## config.mk

```make
export PLATFORM = sky130hd
export DESIGN_NAME = ifetch_unit
export DESIGN_NICKNAME = d
export VERILOG_FILES = /design/src/rtl/ifetch_pkg.sv /design/src/rtl/ifetch_unit.sv
export SDC_FILE = /design/constraint.sdc
export NUM_CORES = 1
export LEC_CHECK = 0
export CAP_MARGIN = 15
export CORE_MARGIN = 3
export CORE_UTILIZATION = 40
export CTS_BUF_LIST = sky130_fd_sc_hd__clkbuf_16
export DETAILED_ROUTE_END_ITERATION = 10
export PLACE_DENSITY = 0.68
export SYNTH_ARGS = -nofsm -noshare
export SYNTH_HDL_FRONTEND = slang
export SYNTH_SLANG_ARGS = --single-unit
```

## constraint.sdc

```tcl
create_clock -name clk -period 2.8 [get_ports clk]
set_input_delay 0.42 -clock clk [delete_from_list [all_inputs] [get_ports clk]]
set_output_delay 0.42 -clock clk [all_outputs]
set_load 0.02 [all_outputs]
```

## src/rtl/ifetch_pkg.sv

```systemverilog
// Shared pipeline definitions for the instruction fetch stage: FSM encoding,
// PC step, default reset vector and small address helpers.
package ifetch_pkg;

  localparam int XLEN = 32;

  // Fetch FSM encoding, kept as plain constants for legacy tooling.
  localparam logic [1:0] ST_IDLE = 2'd0;
  localparam logic [1:0] ST_REQ  = 2'd1;
  localparam logic [1:0] ST_HOLD = 2'd2;
  localparam logic [1:0] ST_DROP = 2'd3;

  localparam logic [XLEN-1:0] PC_INC           = 32'd4;
  localparam logic [XLEN-1:0] DEFAULT_RESET_PC = 32'h0000_0000;

  // Instruction word and its fall-through PC as handed to decode.
  typedef struct packed {
    logic [XLEN-1:0] ins;
    logic [XLEN-1:0] pc;
  } fetch_pkt_t;

  // Fetch addresses are always word aligned.
  function automatic logic [XLEN-1:0] align_pc(input logic [XLEN-1:0] a);
    return a & 32'hFFFF_FFFC;
  endfunction

  // Sequential successor; wraps modulo 2^32.
  function automatic logic [XLEN-1:0] next_pc(input logic [XLEN-1:0] a);
    return a + PC_INC;
  endfunction

endpackage

```

## src/rtl/ifetch_unit.sv

```systemverilog
// Instruction fetch stage: drives the instruction memory and presents one word
// per cycle to the decode register. Optional macro IFETCH_PERF_CNT_EN adds wait_cnt.
module ifetch_unit
  import ifetch_pkg::*;
#(
  parameter logic [31:0] RESET_PC = DEFAULT_RESET_PC
) (
  input  logic        clk,
  input  logic        rst,
  input  logic        stall_f,
  input  logic        redirect,
  input  logic [31:0] redirect_pc,
  output logic        imem_req,
  output logic [31:0] imem_addr,
  input  logic        imem_ready,
  input  logic [31:0] imem_rdata,
  output logic [31:0] ins_o,
  output logic [31:0] pc_o,
  output logic        valid_o,
  output logic        flush_d,
`ifdef IFETCH_PERF_CNT_EN
  output logic [31:0] wait_cnt,
`endif
  output logic [1:0]  state_dbg
);

  // Memory handshake: imem_req/imem_addr are held stable until the cycle in
  // which imem_ready is high; that cycle completes the transfer and imem_rdata
  // is valid in it. valid_o/stall_f form the decode side: an instruction is
  // consumed on a rising edge where valid_o=1, stall_f=0 and flush_d=0.

  logic [1:0]  state, state_nxt;
  logic [31:0] pc, pc_nxt;
  logic [31:0] drop_addr, drop_addr_nxt;
  fetch_pkt_t  pkt, pkt_nxt;
  logic        valid_nxt;
  logic [31:0] pc_plus4;

  assign pc_plus4 = next_pc(pc);

  always_comb begin
    state_nxt     = state;
    pc_nxt        = pc;
    drop_addr_nxt = drop_addr;
    pkt_nxt       = pkt;
    valid_nxt     = valid_o;

    case (state)
      ST_IDLE: begin
        state_nxt = ST_REQ;
      end
      ST_REQ: begin
        if (!redirect) begin
          if (imem_ready) begin
            pkt_nxt   = '{ins: imem_rdata, pc: pc_plus4};
            valid_nxt = 1'b1;
            pc_nxt    = pc_plus4;
            if (stall_f) begin
              state_nxt = ST_HOLD;
            end
          end else if (!stall_f) begin
            valid_nxt = 1'b0;
          end
        end else if (!imem_ready) begin
          // The old request is already on the bus; finish it and throw it away.
          drop_addr_nxt = pc;
          state_nxt     = ST_DROP;
        end
      end
      ST_HOLD: begin
        if (!stall_f) begin
          valid_nxt = 1'b0;
          state_nxt = ST_REQ;
        end
      end
      ST_DROP: begin
        if (imem_ready) begin
          state_nxt = ST_REQ;
        end
      end
      default: begin
        state_nxt = ST_IDLE;
      end
    endcase

    // Redirect wins over stall and memory response in every state.
    if (redirect) begin
      pc_nxt    = align_pc(redirect_pc);
      valid_nxt = 1'b0;
      if ((state == ST_IDLE) || (state == ST_HOLD)) begin
        state_nxt = ST_REQ;
      end
    end
  end

  always_ff @(posedge clk or negedge rst) begin
    if (!rst) begin
      state     <= ST_IDLE;
      pc        <= RESET_PC;
      drop_addr <= RESET_PC;
      pkt       <= '0;
      valid_o   <= 1'b0;
    end else begin
      state     <= state_nxt;
      pc        <= pc_nxt;
      drop_addr <= drop_addr_nxt;
      pkt       <= pkt_nxt;
      valid_o   <= valid_nxt;
    end
  end

  // While draining a cancelled request the bus keeps the old address even
  // though pc already points at the redirect target.
  assign imem_req  = (state == ST_REQ) || (state == ST_DROP);
  assign imem_addr = (state == ST_DROP) ? drop_addr : pc;

  assign ins_o     = pkt.ins;
  assign pc_o      = pkt.pc;
  assign flush_d   = redirect | ~valid_o;
  assign state_dbg = state;

`ifdef IFETCH_PERF_CNT_EN
  logic wait_cycle;

  assign wait_cycle = ((state == ST_REQ) && !imem_ready) || (state == ST_DROP);

  // Saturating count of cycles lost waiting on instruction memory.
  always_ff @(posedge clk or negedge rst) begin
    if (!rst) begin
      wait_cnt <= '0;
    end else if (wait_cycle && (wait_cnt != 32'hFFFF_FFFF)) begin
      wait_cnt <= wait_cnt + 32'd1;
    end
  end
`endif

endmodule

```

* After elaboration in Yosys (flattened, before gate mapping) *
Index checks and enable logic that the tools add are counted.
W data, S select, Z words.

operators by class
  add/sub/neg operators = 1
  eq/ne operators = 3
  muxes and demuxes = 17
  bitwise logic cells = 4
  reduce and logical (&&, ||, !) cells = 9

operators with widths
  kind                     count
  $mux W32                 4
  $add A32 B3 Y32 const B  1
  $mux W2                  8
  $pmux W2 S4              1
  $reduce_and A3 Y1        2
  $eq A2 B2 Y1 const B     2
  $reduce_bool A2 Y1       2
  $mux W1                  3
  $not A1 Y1               3
  $reduce_bool A3 Y1       1
  $eq A2 B1 Y1 const B     1
  $logic_not A2 Y1         1
  $logic_or A1 B1 Y1       2
  $pmux W1 S2              1
  $reduce_and A2 Y1        1
  $or A1 B1 Y1             1

word-level totals
  register bits after elaboration = 131
  input bits = 69
  output and inout bits = 101
  logic and storage cells = 40

* Longest topological paths before layout *
Gate-level depths: netlist of the first run.

  depth after elaboration = 6
  gate-level depth with buffers = 8
  gate-level depth less buffers = 5

* Worst setup path before layout of the first run *
OpenSTA, ideal clock, no wires.

  path type = reg2reg
  start = reg pc[2]
  end = reg pkt, in the netlist pc_o[28]
  library setup time = 82 ps
  arrival time = 2,056 ps
  data required time = 2,718 ps
  setup slack = 662 ps
  cell stages (with the launch flop) = 7
  buffers on the path = 1
  clock period less this slack = 2,138 ps
  path through = dfrtp_1 -> ha_1 -> nand3_1 -> or4_4 -> buf_6 -> or4_1 -> a31oi_1

between the ends
  word-level cells in the longest chain between the ends = 1

ends and longest elaborated chain
  what                      line                text
  start: declaration        ifetch_unit.sv:33   logic [31:0] pc, pc_nxt;
  start signal: assignment  ifetch_unit.sv:105  pc <= pc_nxt;
  $add A32 B3 Y32           ifetch_pkg.sv:29    return a + PC_INC;
  end signal: assignment    ifetch_unit.sv:107  pkt <= pkt_nxt;
  end: declaration          ifetch_unit.sv:35   fetch_pkt_t pkt, pkt_nxt;

Every way passes these cells.
A chain may end at the register's enable or synchronous reset.

* Final worst setup path of the first run *
  start = reg state[1] (netlist: state_dbg[1])
  end = out imem_addr[4]

between the ends
  word-level cells in the longest chain between the ends = 2

ends and longest elaborated chain
  what                      line                text
  start: declaration        ifetch_unit.sv:32   logic [1:0] state, state_nxt;
  start signal: assignment  ifetch_unit.sv:104  state <= state_nxt;
  $eq A2 B2 Y1              ifetch_unit.sv:115  assign imem_addr = (state == ST_DROP) ? drop_addr : pc;
  $mux W32                  ifetch_unit.sv:115
  end: declaration          ifetch_unit.sv:14   output logic [31:0] imem_addr,

Every way passes these cells.

==> report_table.html, run 1 <==
<table>
<tr><th>Metric</th><th>Value</th></tr>
<tr><th colspan="2">Status</th></tr>
<tr><td>Status</td><td>complete, no violations</td></tr>
<tr><th colspan="2">Synth</th></tr>
<tr><td>Most frequently used cell type in the post-synthesis netlist</td><td>nand2_1</td></tr>
<tr><td>Leading cell types by total area after synthesis</td><td>dfrtp_1 (50%), mux2_2 (11%), nand2_1 (8.8%)</td></tr>
<tr><td>Count of cell types in the netlist</td><td>40</td></tr>
<tr><td>Count of flip-flops with a built-in enable after synthesis</td><td>0</td></tr>
<tr><td>Share of async-settable or async-resettable flops after synthesis</td><td>1.00</td></tr>
<tr><td>Cell type with the highest aggregate area in the netlist</td><td>dfrtp_1</td></tr>
<tr><td>Average size of a mapped cell</td><td>9.60 µm²</td></tr>
<tr><td>Netlist area before placement</td><td>0.00625 mm²</td></tr>
<tr><td>Sequential-to-total area share from yosys stat</td><td>0.500</td></tr>
<tr><td>Commonest cells in the synthesized netlist</td><td>nand2_1 (147), dfrtp_1 (125), mux2_2 (60)</td></tr>
<tr><td>Fraction of synthesized cell area taken by the top area cell type</td><td>0.500</td></tr>
<tr><td>Post-synthesis register bit count</td><td>125</td></tr>
<tr><td>Yosys Warn Count</td><td>0</td></tr>
<tr><td>Count of mapped cells out of synthesis</td><td>651</td></tr>
<tr><td>Most used flip-flop cell after synthesis</td><td>dfrtp_1</td></tr>
<tr><th colspan="2">Worst setup path</th></tr>
<tr><td>Highest net fanout along the worst path</td><td>19</td></tr>
<tr><td>Req. time, crit path</td><td>2.38 ns</td></tr>
<tr><td>CP arrival</td><td>2.22 ns</td></tr>
<tr><td>Critical Path Max Stage Delay</td><td>0.56 ns</td></tr>
<tr><td>CP endpoint kind</td><td>output port</td></tr>
<tr><td>Count of buffering cells on the critical path with inverters included</td><td>2</td></tr>
<tr><td>Kind of cell with the highest combined delay on the critical path</td><td>buffers and inverters</td></tr>
<tr><td>Start-to-end type of the worst setup path</td><td>register to output port</td></tr>
<tr><td>Slowest stage cell, crit path</td><td>clkdlybuf4s50_1</td></tr>
<tr><td>Kind of start point of the critical path</td><td>register</td></tr>
<tr><td>Series of cell instances along the critical path</td><td>nand2_1 -&gt; buf_4 -&gt; mux2_2 -&gt; clkdlybuf4s50_1</td></tr>
<tr><th colspan="2">GRT</th></tr>
<tr><td>Antenna violations before repair</td><td>0</td></tr>
<tr><td>Leftover overflow at the end of global routing</td><td>0</td></tr>
<tr><td>Total GRT Usage</td><td>0.207</td></tr>
<tr><td>Via count of the first global-routing pass</td><td>5448</td></tr>
<tr><td>Global-route wire length before repair</td><td>28.0 mm</td></tr>
<tr><td>Largest net degree at the start of global routing</td><td>61</td></tr>
<tr><th colspan="2">Route</th></tr>
<tr><td>Via count</td><td>5398</td></tr>
<tr><td>Vias per Instance</td><td>5.31</td></tr>
<tr><td>Number of DRC markers in iteration 0</td><td>400</td></tr>
<tr><td>Wire length reported by the detailed router</td><td>17.4 mm</td></tr>
<tr><td>Mean routed wirelength per cell</td><td>17.1 µm</td></tr>
<tr><td>Antenna Nets Post-Route</td><td>0</td></tr>
<tr><td>Residual DRC count</td><td>0</td></tr>
<tr><td>Length of the first detailed-routing pass in iterations</td><td>7</td></tr>
<tr><th colspan="2">Final layout</th></tr>
<tr><td>Area added between synthesis and finish</td><td>37.2%</td></tr>
<tr><td>Layout Cells excl Fill</td><td>1017</td></tr>
<tr><td>Count of fill cells added during filler insertion</td><td>1325</td></tr>
<tr><td>Total inserted antenna cells</td><td>0</td></tr>
<tr><td>Net count, final</td><td>865</td></tr>
<tr><td>Share of layout cells above drive strength 1</td><td>0.134</td></tr>
<tr><td>Multi-input logic area</td><td>0.00286 mm²</td></tr>
<tr><td>Register cell area after layout</td><td>0.00313 mm²</td></tr>
<tr><th colspan="2">Timing</th></tr>
<tr><td>Final setup fails</td><td>0</td></tr>
<tr><td>Summed negative setup slack over all endpoints</td><td>0 ns</td></tr>
<tr><td>RSZ-0062 raised after global routing</td><td>no</td></tr>
<tr><td>Number of pins exceeding their max-slew limit in the final report</td><td>0</td></tr>
<tr><td>Maximum clock frequency</td><td>378 MHz</td></tr>
<tr><td>Period utilisation layout</td><td>0.945</td></tr>
<tr><td>Fin worst setup slack</td><td>0.155 ns</td></tr>
<tr><td>Endpoints failing hold</td><td>0</td></tr>
<tr><td>Min cycle time layout</td><td>2.64 ns</td></tr>
<tr><td>Worst setup skew after layout</td><td>0.00616 ns</td></tr>
<tr><th colspan="2">CTS</th></tr>
<tr><td>Clock tree from TritonCTS</td><td>done</td></tr>
<tr><td>Buffers from clock root to sink, at most</td><td>2</td></tr>
<tr><td>Number of buffers inserted during clock tree synthesis</td><td>17</td></tr>
<tr><td>CTS sink count</td><td>125</td></tr>
<tr><td>Cts repair resizes</td><td>0</td></tr>
<tr><td>CTS Root Buffer Type</td><td>clkbuf_16</td></tr>
<tr><td>Post-CTS Hold Fix Bufs</td><td>1</td></tr>
<tr><td>Skew-Pair Late Insertion Delay</td><td>0.41 ns</td></tr>
<tr><td>Clock transition at the register clock pins on the worst setup and hold paths after CTS</td><td>0.05 ns</td></tr>
<tr><td># Post-CTS Setup Buffers</td><td>0</td></tr>
<tr><td>Deepest level of the CTS H-tree</td><td>4</td></tr>
<tr><th colspan="2">Power</th></tr>
<tr><td>IR drop worst, VDD</td><td>0.438 mV</td></tr>
<tr><td>Pwr per Cell Area</td><td>730 mW/mm²</td></tr>
<tr><td>Leakage power total</td><td>3.49 nW</td></tr>
<tr><th colspan="2">Floorplan</th></tr>
<tr><td>Core region area</td><td>0.0153 mm²</td></tr>
<tr><td>Ports</td><td>170</td></tr>
<tr><td>Vert. Die Dim</td><td>131 µm</td></tr>
<tr><td>Die area</td><td>0.0172 mm²</td></tr>
<tr><td>Floorplan row count</td><td>45</td></tr>
<tr><td>Width of the die</td><td>131 µm</td></tr>
<tr><td>Starting density of the core</td><td>0.410</td></tr>
<tr><th colspan="2">Placement</th></tr>
<tr><td>Post-detail-place hpwl</td><td>12.2 mm</td></tr>
<tr><td>Gp weighted congestion</td><td>0.829</td></tr>
<tr><td>Number of I/O port buffers</td><td>163</td></tr>
<tr><td>Pre-CTS setup slack</td><td>0.447 ns</td></tr>
<tr><td>Cell count after placement</td><td>986</td></tr>
<tr><th colspan="2">Min path</th></tr>
<tr><td>Type of the most critical hold path</td><td>register to register</td></tr>
<tr><th colspan="2">Run</th></tr>
<tr><td>Max-cap violation count</td><td>0</td></tr>
</table>
-- cell families after synthesis --
family | count (synthesis) | synth area share
compound gates | 89 | 0.0899
simple gates | 282 | 0.217
fa+ha+maj | 1 | 0.00200
xor+xnor | 25 | 0.0350
other cells | 1 | 0.000600
mux | 61 | 0.110
flops | 125 | 0.500
buf+inv | 67 | 0.0456
-- report_power, final --
part           switching, W  total, W  leakage [nW]  internal (W)
Sequential         0.000285   0.00246          1.49       0.00218
Clock              0.000766   0.00194         0.256       0.00118
Combinational      0.000918   0.00186          1.74      0.000939
Total               0.00197   0.00626          3.49       0.00429
-- metal layers --
metal,track usage,part of all wire,vias to the layer above
met5,0,0,-
met4,0.0750,0.021,0
met3,0.0512,0.067,26
met2,0.322,0.48,187
met1,0.283,0.44,2628
li1,-,-,2557
-- per-stage QoR --
step / utilization / instance area [µm²] / power, W / hold slack (ns)
6_report: 0.562 / 8580 / 0.00626 / 0.469
4_1_cts: 0.562 / 8580 / 0.00632 / 0.474
2_1_floorplan: - / 6260 / 0.00341 / 0.124
3_5_place_dp: 0.528 / 8050 / 0.00435 / 0.412
5_1_grt: 0.562 / 8580 / 0.00656 / 0.489
3_3_place_gp: 0.528 / 8050 / 0.00431 / 0.413
-- sequential cells by signal (all words and copies together) (netlist names) --
register   count
drop_addr     30
ins_o         32
pc            30
pc_o          30
state_dbg      2
valid_o        1
-- worst min-delay path, stage by stage (launching register included) --
cell,delay (ns)
dfrtp_1,0.33
nand2_1,0.05
nand2_1,0.05
-- cell usage in the layout (no fill, tap or decap), drive strengths merged, types with 2 or more instances in the layout --
master / count
a221o: 2
a31oi: 25
and2: 2
and3: 5
and4: 6
buf: 19
clkbuf: 17
clkdlybuf4s50: 162
clkinv: 9
conb: 4
dfrtp: 125
inv: 9
mux2: 60
nand2: 147
nand3: 16
nand4: 13
nor2: 35
nor3: 8
nor4: 7
o211ai: 5
o21ai: 33
o31a: 2
o31ai: 21
or2: 3
or3: 7
or4: 27
xnor2: 22
xor2: 3
-- layout make-up --
class / instances / share of cell area
repair buffers: 182 / 0.208
well taps: 211 / 0.0308
inverters: 7 / 0.00306
multi-input cells: 462 / 0.333
flip-flops and latches: 125 / 0.365
clock buffers: 17 / 0.0496
clock inverters: 13 / 0.0101
-- path summary, 6_finish.rpt --
kind,start,to,slack [ns],cells past startpoint
worst min-delay path,pc_o[3],pc_o[3],0.47,2
min in group asynchronous,rst,pc_o[20],0.52,2
max in group asynchronous,rst,ins_o[5],1.49,3
worst max register to register,pc[2],pc[22],0.43,5
worst max-delay path,state_dbg[1],imem_addr[4],0.16,4
worst min register to register,pc_o[3],pc_o[3],0.47,2
No activity file was read; power rests on OpenSTA's default activity.
==> run 2, diff against run 1 <==
Settings changed: ABC_CLOCK_PERIOD_IN_PS set to 2800.
==> results of run 2 <==
Same layout as run 1: the final DEF is identical, and so are final timing and power.
